`config.mk`:
```
export PLATFORM = sky130hd
export DESIGN_NAME = param_seq_arith_unit
export DESIGN_NICKNAME = d
export VERILOG_FILES = /design/src/rtl/param_seq_arith_unit.sv
export SDC_FILE = /design/constraint.sdc
export NUM_CORES = 1
export LEC_CHECK = 0
export BUFFER_PORTS_ARGS = -buffer_cell sky130_fd_sc_hd__clkbuf_2
export CORE_UTILIZATION = 66
export CTS_BUF_LIST = sky130_fd_sc_hd__clkbuf_4 sky130_fd_sc_hd__clkbuf_8 sky130_fd_sc_hd__clkbuf_16
export CTS_CLUSTER_DIAMETER = 120
export CTS_CLUSTER_SIZE = 40
export DETAILED_ROUTE_END_ITERATION = 10
export PLACE_DENSITY_LB_ADDON = 0.3
export SKIP_LAST_GASP = 1
export SLEW_MARGIN = 20
export SYNTH_ARGS = -nofsm -noshare
export SYNTH_HDL_FRONTEND = slang
export SYNTH_SLANG_ARGS = --single-unit
```
`constraint.sdc`:
```
create_clock -name clk -period 6.2 [get_ports clk]
set_input_delay 0.93 -clock clk [delete_from_list [all_inputs] [get_ports clk]]
set_output_delay 0.93 -clock clk [all_outputs]
set_load 0.01 [all_outputs]
```
`src/rtl/param_seq_arith_unit.sv`:
```
// rtl/param_seq_arith_unit.sv - lane-loaded A/B registers with add, subtract and shift-add MAC into B
// Optional macro SAT_ARITH_EN: ADD/SUB/MAC results saturate instead of wrapping.
module param_seq_arith_unit #(
   parameter  int W     = 16,
   parameter  int IN_W  = 8,
   localparam int LANES = W / IN_W,
   localparam int LW    = (LANES > 1) ? $clog2(LANES) : 1
) (
   input  logic            clk,
   input  logic            rst_n,
   input  logic            op_valid,
   output logic            op_ready,
   input  logic [2:0]      op_code,
   input  logic [LW-1:0]   op_lane,
   input  logic            signed_mode,
   input  logic [IN_W-1:0] operand,
   input  logic            err_clr,
   input  logic            rd_reg,
   input  logic [LW-1:0]   rd_lane,
   output logic [IN_W-1:0] rd_data,
   output logic            busy,
   output logic            done,
   output logic            carry,
   output logic            neg,
   output logic            err
);
   localparam int CW = (IN_W > 1) ? $clog2(IN_W) : 1;
   localparam logic [2:0] OP_NOP = 3'd0, OP_LDA = 3'd1, OP_LDB = 3'd2, OP_ADD = 3'd3,
                          OP_SUB = 3'd4, OP_MAC = 3'd5, OP_CLR = 3'd6;

   typedef enum logic {IDLE = 1'b0, RUN = 1'b1} state_t;
   state_t          state;
   logic [W-1:0]    a, b;
   logic [IN_W-1:0] opl;
   logic [CW-1:0]   cnt;
   logic            mode_l;
   logic            carry_r, neg_r, err_r, done_r;

   logic [W-1:0]    ext, term, addend, sum, alu_b, mac_b;
   logic            cin, cout, ovf, mode_eff, flag, step_flag, last, lane_ok, accept, err_set;
`ifdef SAT_ARITH_EN
   localparam int PW = W + IN_W + 1;
   localparam logic [W-1:0] U_MAX = '1;
   localparam logic [W-1:0] S_MAX = {1'b0, {(W-1){1'b1}}};
   localparam logic [W-1:0] S_MIN = {1'b1, {(W-1){1'b0}}};
   logic [W-1:0]         b0;
   logic signed [PW-1:0] true_v;
`endif

   assign op_ready = (state == IDLE);
   assign busy     = (state == RUN);
   assign done     = done_r;
   assign carry    = carry_r;
   assign neg      = neg_r;
   assign err      = err_r;
   assign accept   = op_valid & op_ready;

   always_comb begin
      rd_data = '0;
      lane_ok = 1'b0;
      for (int i = 0; i < LANES; i++) begin
         if (rd_lane == LW'(i)) rd_data = rd_reg ? b[i*IN_W +: IN_W] : a[i*IN_W +: IN_W];
         if (op_lane == LW'(i)) lane_ok = 1'b1;
      end
   end

   // One adder serves ADD/SUB in IDLE and the per-bit MAC step in RUN.
   always_comb begin
      ext  = signed_mode ? W'($signed(operand)) : W'(operand);
      term = a << cnt;
      last = (cnt == CW'(IN_W - 1));
      if (state == RUN) begin
         mode_eff = mode_l;
         cin      = mode_l & last;
         addend   = cin ? ~term : term;
      end else begin
         mode_eff = signed_mode;
         cin      = (op_code == OP_SUB);
         addend   = cin ? ~ext : ext;
      end
      {cout, sum} = {1'b0, b} + {1'b0, addend} + {{W{1'b0}}, cin};
      ovf       = (b[W-1] == addend[W-1]) && (sum[W-1] != b[W-1]);
      flag      = mode_eff ? ovf : cout;
      step_flag = opl[cnt] & flag;
      alu_b     = sum;
      mac_b     = opl[cnt] ? sum : b;
`ifdef SAT_ARITH_EN
      true_v = PW'($signed(b0)) + PW'($signed(a)) * PW'($signed(opl));
      if (mode_eff ? ovf : (cin ? ~cout : cout))
         alu_b = mode_eff ? (b[W-1] ? S_MIN : S_MAX) : (cin ? '0 : U_MAX);
      if (last && (carry_r | step_flag))
         mac_b = !mode_l ? U_MAX : (true_v[PW-1] ? S_MIN : S_MAX);
`endif
   end

   assign err_set = (accept && op_code == 3'd7)
                 || (accept && (op_code == OP_LDA || op_code == OP_LDB) && !lane_ok)
                 || (state == RUN && signed_mode != mode_l);

   always_ff @(posedge clk or negedge rst_n) begin
      if (!rst_n) begin
         state   <= IDLE;
         a       <= '0;
         b       <= '0;
         opl     <= '0;
         cnt     <= '0;
         mode_l  <= 1'b0;
         carry_r <= 1'b0;
         neg_r   <= 1'b0;
         err_r   <= 1'b0;
         done_r  <= 1'b0;
`ifdef SAT_ARITH_EN
         b0      <= '0;
`endif
      end else begin
         done_r <= 1'b0;
         if (err_set)      err_r <= 1'b1;
         else if (err_clr) err_r <= 1'b0;
         case (state)
            IDLE: if (op_valid) begin
               case (op_code)
                  OP_NOP: ;
                  OP_LDA, OP_LDB: begin
                     done_r <= 1'b1;
                     for (int i = 0; i < LANES; i++) begin
                        if (op_lane == LW'(i)) begin
                           if (op_code == OP_LDA) a[i*IN_W +: IN_W] <= operand;
                           else                   b[i*IN_W +: IN_W] <= operand;
                        end
                     end
                  end
                  OP_ADD, OP_SUB: begin
                     done_r  <= 1'b1;
                     b       <= alu_b;
                     carry_r <= flag;
                     neg_r   <= alu_b[W-1] & signed_mode;
                  end
                  OP_MAC: begin
                     state   <= RUN;
                     opl     <= operand;
                     mode_l  <= signed_mode;
                     cnt     <= '0;
                     carry_r <= 1'b0;
`ifdef SAT_ARITH_EN
                     b0      <= b;
`endif
                  end
                  OP_CLR: begin
                     done_r  <= 1'b1;
                     a       <= '0;
                     b       <= '0;
                     carry_r <= 1'b0;
                     neg_r   <= 1'b0;
                  end
                  default: done_r <= 1'b1;
               endcase
            end
            RUN: begin
               b       <= mac_b;
               carry_r <= carry_r | step_flag;
               cnt     <= cnt + CW'(1);
               if (last) begin
                  state  <= IDLE;
                  done_r <= 1'b1;
                  neg_r  <= mac_b[W-1] & mode_l;
               end
            end
         endcase
      end
   end
endmodule
```
==> impl_metrics.env, run 1 <==
export IMPL_fin_crit_sh=0.679
export IMPL_first_pass_iters=5
export IMPL_synth_seq_area_share=0.301
export IMPL_port_buffers=32
export IMPL_synthesis_nets=499
export IMPL_cap_violations=0
export IMPL_synth_top_cell_area_share=0.301
export IMPL_hold_viol=0
export IMPL_cts_root_buffer="clkbuf_8"
export IMPL_period_minus_slack_ns=4.21
export IMPL_grt_overflow_total=0
export IMPL_clk_pin_slew_ns=0.09
export IMPL_nets=514
export IMPL_ys_types=53
export IMPL_coreArea_um2=5960
export IMPL_route_detailed_drc=0
export IMPL_maxSlewViolCount=0
export IMPL_antenna_found_initial=0
export IMPL_setup_viol=0
export IMPL_wirelength_um=10900
export IMPL_synth_area_um2=4080
export IMPL_worst_clock_skew_ns=0.0147
export IMPL_ys_warn_count=0
export IMPL_min_path_type="flop to flop"
export IMPL_rows=28
export IMPL_syn_inst=461
export IMPL_met1_usage=0.469
export IMPL_numCtsBuffers=5
export IMPL_netlist_top_cells_area="dfrtp_1, mux2i_1, nand2_1, mux4_2, ha_1"
export IMPL_die_w_um=80.6
export IMPL_syn_area_per_cell_um2=8.84
export IMPL_cp_required_ns=6.42
export IMPL_initial_core_util=0.684
export IMPL_crit_path_start_kind="flop"
export IMPL_place_gp_congestion=0.937
export IMPL_cp_data_arrival_time_ns=4.43
export IMPL_drtAntennaViolNets=0
export IMPL_syn2layout_area_growth_pct=6.41
export IMPL_status="finished, final reports clean"
export IMPL_synth_top_area_cell="dfrtp_1"
export IMPL_grt_pass1_wl_um=17100
export IMPL_cts_sinks=49
export IMPL_grt_total_usage=0.356
export IMPL_die_area_um2=6490
export IMPL_top_usage_layer="met2"
export IMPL_ys_flop_type="dfrtp_1"
export IMPL_tns_ns=0
export IMPL_slew_limit_headroom=0.253
export IMPL_cts_tree="done"
export IMPL_max_freq_mhz=237
export IMPL_first_global_vias=3391
export IMPL_crit_fanout=19
export IMPL_wl_per_cell_um=19.7
export IMPL_cts_resized=0
export IMPL_synth_edf_count=0
export IMPL_layout_common_cells="nand2_1, dfrtp_1, o21ai_0"
export IMPL_drtIter0Drc=294
export IMPL_clock_path_buffers=2
export IMPL_drive_above_1_share=0.161
export IMPL_rsz0062_at_grt="false"
export IMPL_worstSkewPairLatency_ns=0.32
export IMPL_num_antenna_cells=0
export IMPL_ys_ff_latch=49
export IMPL_end_kind="flop"
export IMPL_cts_hold_buf=0
export IMPL_dp_hpwl_um=8280
export IMPL_crit_type="flop to flop"
export IMPL_die_h_um=80.6
export IMPL_final_common_cell="nand2_1"
export IMPL_routed_via_count=3628
export IMPL_grt_start_max_net_pins=50
export IMPL_grt_use_met2=0.575
export IMPL_viasPerCell=6.57
export IMPL_nFillCells=480
export IMPL_ios=33
export IMPL_worst_pin_slew_ns=1.11
export IMPL_grtUsageMet3=0.0523
export IMPL_htree_levels=2
export IMPL_postSynth_asyncResetShare=1.00
export IMPL_cts_setup_buffers=0
## layout make-up
class                   instances  area (um2)  share of cell area
multi-input cells             375        2700               0.623
well taps                      75        93.8              0.0216
repair buffers                 36         190              0.0438
clock inverters                 3        21.3             0.00490
flip-flops and latches         49        1230               0.283
clock buffers                   5        68.8              0.0159
inverters                       9        33.8             0.00779
## worst max-delay path, stage by stage, from the launching register on
cell	delay [ns]
dfrtp_1	0.74
ha_1	0.26
ha_1	0.22
nand2_1	0.39
xor2_1	0.29
a21oi_1	0.11
fa_1	0.46
fa_1	0.42
a21oi_1	0.18
o21ai_0	0.18
a21oi_1	0.36
o21ai_0	0.18
mux2i_1	0.15
a311oi_2	0.18
## through the flow
| stage | util | cell area [um2] | hold WS, ns | std cells | setup WS (ns) |
|---|---|---|---|---|---|
| finish | 0.728 | 4340 | 0.520 | 552 | 1.99 |
| global placement | 0.713 | 4240 | 0.487 | 544 | 2.21 |
| global route | 0.728 | 4340 | 0.533 | 552 | 1.66 |
| detailed placement | 0.713 | 4240 | 0.501 | 544 | 2.07 |
| CTS | 0.728 | 4330 | 0.522 | 552 | 2.03 |
| floorplan | - | 4080 | 0.462 | 461 | 2.35 |
## flip-flops by register name, indices dropped and copies added, names as in the netlist
register	cells
a	16
b	16
busy	1
carry	1
mode_l	1
neg	1
opl	8
err	1
done	1
cnt	3
## routing by layer
metal	routed length [um]	share of wire
met2	5030	0.46
met5	0	0
met4	483	0.044
met3	654	0.060
met1	4700	0.43
## synth_stat cells, types with 5 or more instances
cell and instances:
o21a_1 8, a21oi_1 30, buf_2 7, nor2_1 22
inv_1 8, mux4_2 10, nor3_1 7, a211oi_1 5
nand2_1 68, o221ai_1 7, nand3_1 10, nand2b_1 5
xnor2_1 15, mux2i_1 27, mux2_2 13, clkbuf_1 19
o21ai_0 38, xor2_1 12, ha_1 17, dfrtp_1 49
o211ai_1 16
## logic make-up (layout without fill, tap and decap cells)
| logic type | Yosys count | after routing | share of synthesized area |
|---|---|---|---|
| AOI/OAI and AO/OA | 135 | 135 | 0.211 |
| xor gates and xnor gates | 27 | 27 | 0.0580 |
| adders and majority gates | 19 | 19 | 0.0620 |
| buffers and inverters | 37 | 53 | 0.0381 |
| DFF | 49 | 49 | 0.301 |
| muxes | 52 | 52 | 0.169 |
| and+or+nand+nor | 142 | 142 | 0.162 |
## final timing paths
path | startpoint | cells past startpoint | endpoint | slack (ns)
worst max-delay path | cnt[0] | 13 | b[12] | 1.99
worst min-delay path | carry | 2 | carry | 0.52
worst max register to register | cnt[0] | 13 | b[12] | 1.99
worst min register to register | carry | 2 | carry | 0.52
max in group asynchronous | rst_n | 2 | b[13] | 5.05
min in group asynchronous | rst_n | 2 | b[8] | 0.72
Power of run 1 is not shown: default switching activity piles up to over one toggle a cycle in this logic, so the estimate is an artifact.
==> inputs of run 2 (changes only) <==
--- a/config.mk
+++ b/config.mk
@@ -6,7 +6,7 @@
 export NUM_CORES = 1
 export LEC_CHECK = 0
 export BUFFER_PORTS_ARGS = -buffer_cell sky130_fd_sc_hd__clkbuf_2
-export CORE_UTILIZATION = 66
+export CORE_UTILIZATION = 55
 export CTS_BUF_LIST = sky130_fd_sc_hd__clkbuf_4 sky130_fd_sc_hd__clkbuf_8 sky130_fd_sc_hd__clkbuf_16
 export CTS_CLUSTER_DIAMETER = 120
 export CTS_CLUSTER_SIZE = 40
==> constraint.sdc (replaced) <==
create_clock -name clk -period 3.6 [get_ports clk]
set_input_delay 0.54 -clock clk [delete_from_list [all_inputs] [get_ports clk]]
set_output_delay 0.54 -clock clk [all_outputs]
set_load 0.01 [all_outputs]
==> impl_metrics.env, run 2 (synthesized netlist as in run 1, its figures left out) <==
export IMPL_worst_clock_skew_ns=0.00637
export IMPL_highest_layer="met4"
export IMPL_status="finished, final reports clean"
export IMPL_rsz0062_at_grt="false"
export IMPL_coreArea_um2=7210
export IMPL_worst_pin_slew_ns=1.07
export IMPL_viasPerCell=6.35
export IMPL_grt_start_max_net_pins=39
export IMPL_cp_data_arrival_time_ns=3.71
export IMPL_antenna_found_initial=0
export IMPL_crit_fanout=21
export IMPL_dp_hpwl_um=8660
export IMPL_grt_pass1_wl_um=17400
export IMPL_drtAntennaViolNets=0
export IMPL_drtIter0Drc=404
export IMPL_m1WireLength_um=4980
export IMPL_num_antenna_cells=0
export IMPL_rr_worst_depth=14
export IMPL_setup_viol=0
export IMPL_end_kind="flop"
export IMPL_cts_hold_buf=0
export IMPL_nets=526
export IMPL_maxSlewViolCount=0
export IMPL_nFillCells=647
export IMPL_die_w_um=88.1
export IMPL_crit_path_start_kind="flop"
export IMPL_first_global_vias=3280
export IMPL_cts_root_buffer="clkbuf_8"
export IMPL_ios=33
export IMPL_slew_limit_headroom=0.284
export IMPL_place_gp_congestion=0.986
export IMPL_die_area_um2=7760
export IMPL_fin_crit_sh=0.961
export IMPL_startpoint="cnt[1]"
export IMPL_clk_pin_slew_ns=0.10
export IMPL_die_h_um=88.1
export IMPL_numCtsBuffers=5
export IMPL_cap_violations=0
export IMPL_r2r_start="cnt[1]"
export IMPL_crit_type="flop to flop"
export IMPL_syn2layout_area_growth_pct=10.0
export IMPL_wl_per_cell_um=19.4
export IMPL_first_pass_iters=5
export IMPL_grt_total_usage=0.301
export IMPL_timing_final_ws_setup_ns=0.139
export IMPL_max_freq_mhz=289
export IMPL_cp_required_ns=3.85
export IMPL_wirelength_um=11400
export IMPL_final_common_cell="nand2_1"
export IMPL_met3_length_um=768
export IMPL_grt_overflow_total=0
export IMPL_route_detailed_drc=0
export IMPL_cts_setup_buffers=0
export IMPL_min_path_type="primary input to async pin"
export IMPL_top_regs="a x16, b x16, opl x8"
export IMPL_dr_wl_met2_um=5460
export IMPL_worstSkewPairLatency_ns=0.31
export IMPL_port_buffers=32
export IMPL_rows=31
export IMPL_layout_common_cells="nand2_1, dfrtp_1, o21ai_0"
export IMPL_tns_ns=0
export IMPL_cts_sinks=49
export IMPL_htree_levels=2
export IMPL_post_place_ws_ns=0.175
export IMPL_cts_tree="done"
export IMPL_clock_path_buffers=2
export IMPL_initial_core_util=0.565
export IMPL_drive_above_1_share=0.186
export IMPL_routed_via_count=3734
export IMPL_hold_viol=0
export IMPL_period_minus_slack_ns=3.46
-- run 2: path summary, 6_finish.rpt --
| check | endpoint | slack, ns |
|---|---|---|
| worst max-delay path | b[13] | 0.14 |
| worst min-delay path | done | 0.35 |
| worst max register to register | b[13] | 0.14 |
| worst min register to register | carry | 0.52 |
| max in group asynchronous | a[3] | 2.55 |
| min in group clk | err | 0.46 |
-- run 2: cell type report --
type / count / area [um2] / share of cell area
Clock buffer: 6 / 76.3 / 0.0170
Clock inverter: 2 / 15.0 / 0.00335
Inverter: 9 / 33.8 / 0.00753
Multi-Input combinational cell: 375 / 2710 / 0.605
Sequential cell: 49 / 1230 / 0.273
Tap cell: 99 / 124 / 0.0276
Timing Repair Buffer: 48 / 297 / 0.0661
-- run 2: what timing repair did --
item	4_1_cts	5_1_grt
resized for setup	0	6
hold endpoints to repair	0	0
endpoints found under the setup margin	0	6
-- run 2: layer usage --
layer  track usage  up-vias
li1              -     1743
met1         0.421     1808
met2         0.490      165
met3        0.0396       18
met4        0.0806        0
met5             0        -
-- run 2: through the flow --
step	area, um2	utilization	cells	hold WS, ns
2_1_floorplan	4080	-	461	0.244
3_3_place_gp	4380	0.607	580	0.484
3_5_place_dp	4380	0.607	580	0.500
4_1_cts	4470	0.619	588	0.424
5_1_grt	4480	0.622	588	0.421
6_report	4480	0.622	588	0.350
-- run 2: critical path, cell delays in order, from the launching register on --
cell and delay [ns]:
dfrtp_1 0.42, buf_12 0.20, mux2_2 0.36, nor2_1 0.09, a21oi_1 0.07, a2bb2oi_1 0.18
xnor2_1 0.13, o21ai_0 0.18, ha_1 0.40, o211ai_1 0.13, o211a_1 0.28, or3_1 0.39
a31o_2 0.24, a21oi_1 0.17, o22a_1 0.16
Power of run 2 is left out for the same reason.
==> inputs of run 3 (changes only) <==
--- a/config.mk
+++ b/config.mk
@@ -6,6 +6,7 @@
 export NUM_CORES = 1
 export LEC_CHECK = 0
 export BUFFER_PORTS_ARGS = -buffer_cell sky130_fd_sc_hd__clkbuf_2
+export CORE_MARGIN = 2
 export CORE_UTILIZATION = 55
 export CTS_BUF_LIST = sky130_fd_sc_hd__clkbuf_4 sky130_fd_sc_hd__clkbuf_8 sky130_fd_sc_hd__clkbuf_16
 export CTS_CLUSTER_DIAMETER = 120
==> impl_metrics.env, run 3 (synthesized netlist as in run 1, its figures left out) <==
export IMPL_status="finished, final reports clean"
export IMPL_port_buffers=32
export IMPL_max_freq_mhz=299
export IMPL_cp_top_family="adder cells"
export IMPL_dp_hpwl_um=8970
export IMPL_syn2layout_area_growth_pct=10.5
export IMPL_coreArea_um2=7210
export IMPL_grt_total_usage=0.287
export IMPL_routed_via_count=3805
export IMPL_top_regs="a x16, b x16, opl x8"
export IMPL_reg2reg_slack_ns=0.26
export IMPL_reg2reg_to="b[10]"
export IMPL_rows=31
export IMPL_fin_crit_sh=0.928
export IMPL_viasPerCell=6.43
export IMPL_wl_per_cell_um=19.5
export IMPL_maxSlewViolCount=0
export IMPL_ios=33
export IMPL_drtIter0Drc=352
export IMPL_wirelength_um=11500
export IMPL_nets=530
export IMPL_crit_fanout=4
export IMPL_first_pass_iters=5
export IMPL_cp_data_arrival_time_ns=3.55
export IMPL_cts_tree="done"
export IMPL_worst_pin_slew_ns=0.981
export IMPL_first_global_vias=3493
export IMPL_cts_hold_buf=0
export IMPL_period_minus_slack_ns=3.34
export IMPL_cp_num_cells=13
export IMPL_setup_viol=0
export IMPL_num_antenna_cells=0
export IMPL_instances_no_fill=592
export IMPL_min_path_type="primary input to async pin"
export IMPL_crit_path_start_kind="flop"
export IMPL_grt_start_max_net_pins=36
export IMPL_numCtsBuffers=5
export IMPL_drtAntennaViolNets=0
export IMPL_place_gp_congestion=0.948
export IMPL_layout_common_cells="nand2_1, dfrtp_1, o21ai_0"
export IMPL_cp_required_ns=3.81
export IMPL_worstPathCellList="ha_1 -> ha_1 -> nand2_1 -> xor2_1 -> a21oi_1 -> fa_2 -> fa_1 -> a21oi_1 -> o21ai_0 -> a21oi_2 -> xor2_1 -> o221ai_1 -> o21a_1"
export IMPL_grt_overflow_total=0
export IMPL_initial_core_util=0.565
export IMPL_final_common_cell="nand2_1"
export IMPL_hold_viol=0
export IMPL_route_detailed_drc=0
export IMPL_cap_violations=0
export IMPL_grt_pass1_wl_um=18300
export IMPL_cp_slowest_cell="fa_2"
export IMPL_cp_num_buf_inv=0
export IMPL_die_w_um=90.1
export IMPL_cts_sinks=49
export IMPL_critical_path_max_stage_delay_ns=0.43
export IMPL_die_area_um2=8120
export IMPL_r2r_start="cnt[0]"
export IMPL_clk_pin_slew_ns=0.10
export IMPL_crit_type="flop to flop"
export IMPL_clock_path_buffers=2
export IMPL_die_h_um=90.1
export IMPL_end_kind="flop"
export IMPL_cts_root_buffer="clkbuf_8"
export IMPL_slew_limit_headroom=0.342
export IMPL_htree_levels=2
export IMPL_worst_clock_skew_ns=0.00609
export IMPL_dp_cells=583
export IMPL_worstSkewPairLatency_ns=0.31
export IMPL_drive_above_1_share=0.191
export IMPL_antenna_found_initial=0
export IMPL_rr_worst_depth=13
run 3: cell types whose count changed in the layout (fill, tap and decap cells not counted):
cell	change
a2111oi_1	+1
a2111oi_2	-1
buf_12	-1
buf_2	-1
buf_4	+4
buf_6	+1
clkbuf_2	+1
clkbuf_4	-1
clkinv_4	+1
clkinvlp_4	-1
inv_6	+1
run 3: worst max path at each step:
stage                     startpoint  endpoint  slack [ns]
after floorplan               cnt[0]      b[8]        0.14
after global placement        cnt[1]     b[12]        0.15
after detailed placement  op_code[0]     b[12]        0.13
after CTS                     cnt[1]     b[12]        0.09
after global routing          cnt[0]      b[8]      -0.005
final                         cnt[0]     b[10]        0.26
run 3: cell type report:
class / count / area [um2]
Clock buffer: 5 / 68.8
Clock inverter: 3 / 25.0
Fill cell: 638 / 2710
Inverter: 9 / 33.8
Multi-Input combinational cell: 375 / 2710
Sequential cell: 49 / 1230
Tap cell: 99 / 124
Timing Repair Buffer: 52 / 318
run 3: what timing repair did:
action / 4_1_cts / 5_1_grt
gates resized for setup: 0 / 6
setup endpoints to repair: 0 / 8
buffers inserted: 0 / 1
run 3: stage by stage:
stage / hold WS (ns) / worst slack [ns] / cell area [um2] / util / TNS, ns
4_1_cts: 0.380 / 0.0927 / 4480 / 0.621 / 0
3_3_place_gp: 0.484 / 0.154 / 4390 / 0.608 / 0
6_report: 0.352 / 0.258 / 4500 / 0.624 / 0
5_1_grt: 0.425 / -0.00457 / 4500 / 0.624 / -0.00457
3_5_place_dp: 0.496 / 0.134 / 4390 / 0.608 / 0
2_1_floorplan: 0.244 / 0.141 / 4080 / - / 0
run 3: worst register-to-register path, stage by stage (launching register included):
cell and delay, ns:
dfrtp_1 0.41, ha_1 0.20, ha_1 0.22, nand2_1 0.13
xor2_1 0.15, a21oi_1 0.13, fa_2 0.43, fa_1 0.41
a21oi_1 0.18, o21ai_0 0.19, a21oi_2 0.29, xor2_1 0.20
o221ai_1 0.14, o21a_1 0.15
run 3: layer usage:
metal,up-vias,GRT usage,wire length (um),part of all wire
met3,33,0.0319,630,0.055
met4,0,0.103,396,0.034
met5,-,0,0,0
met2,144,0.468,5480,0.47
met1,1880,0.396,5040,0.44
li1,1748,-,-,-
Power of run 3 is left out for the same reason.
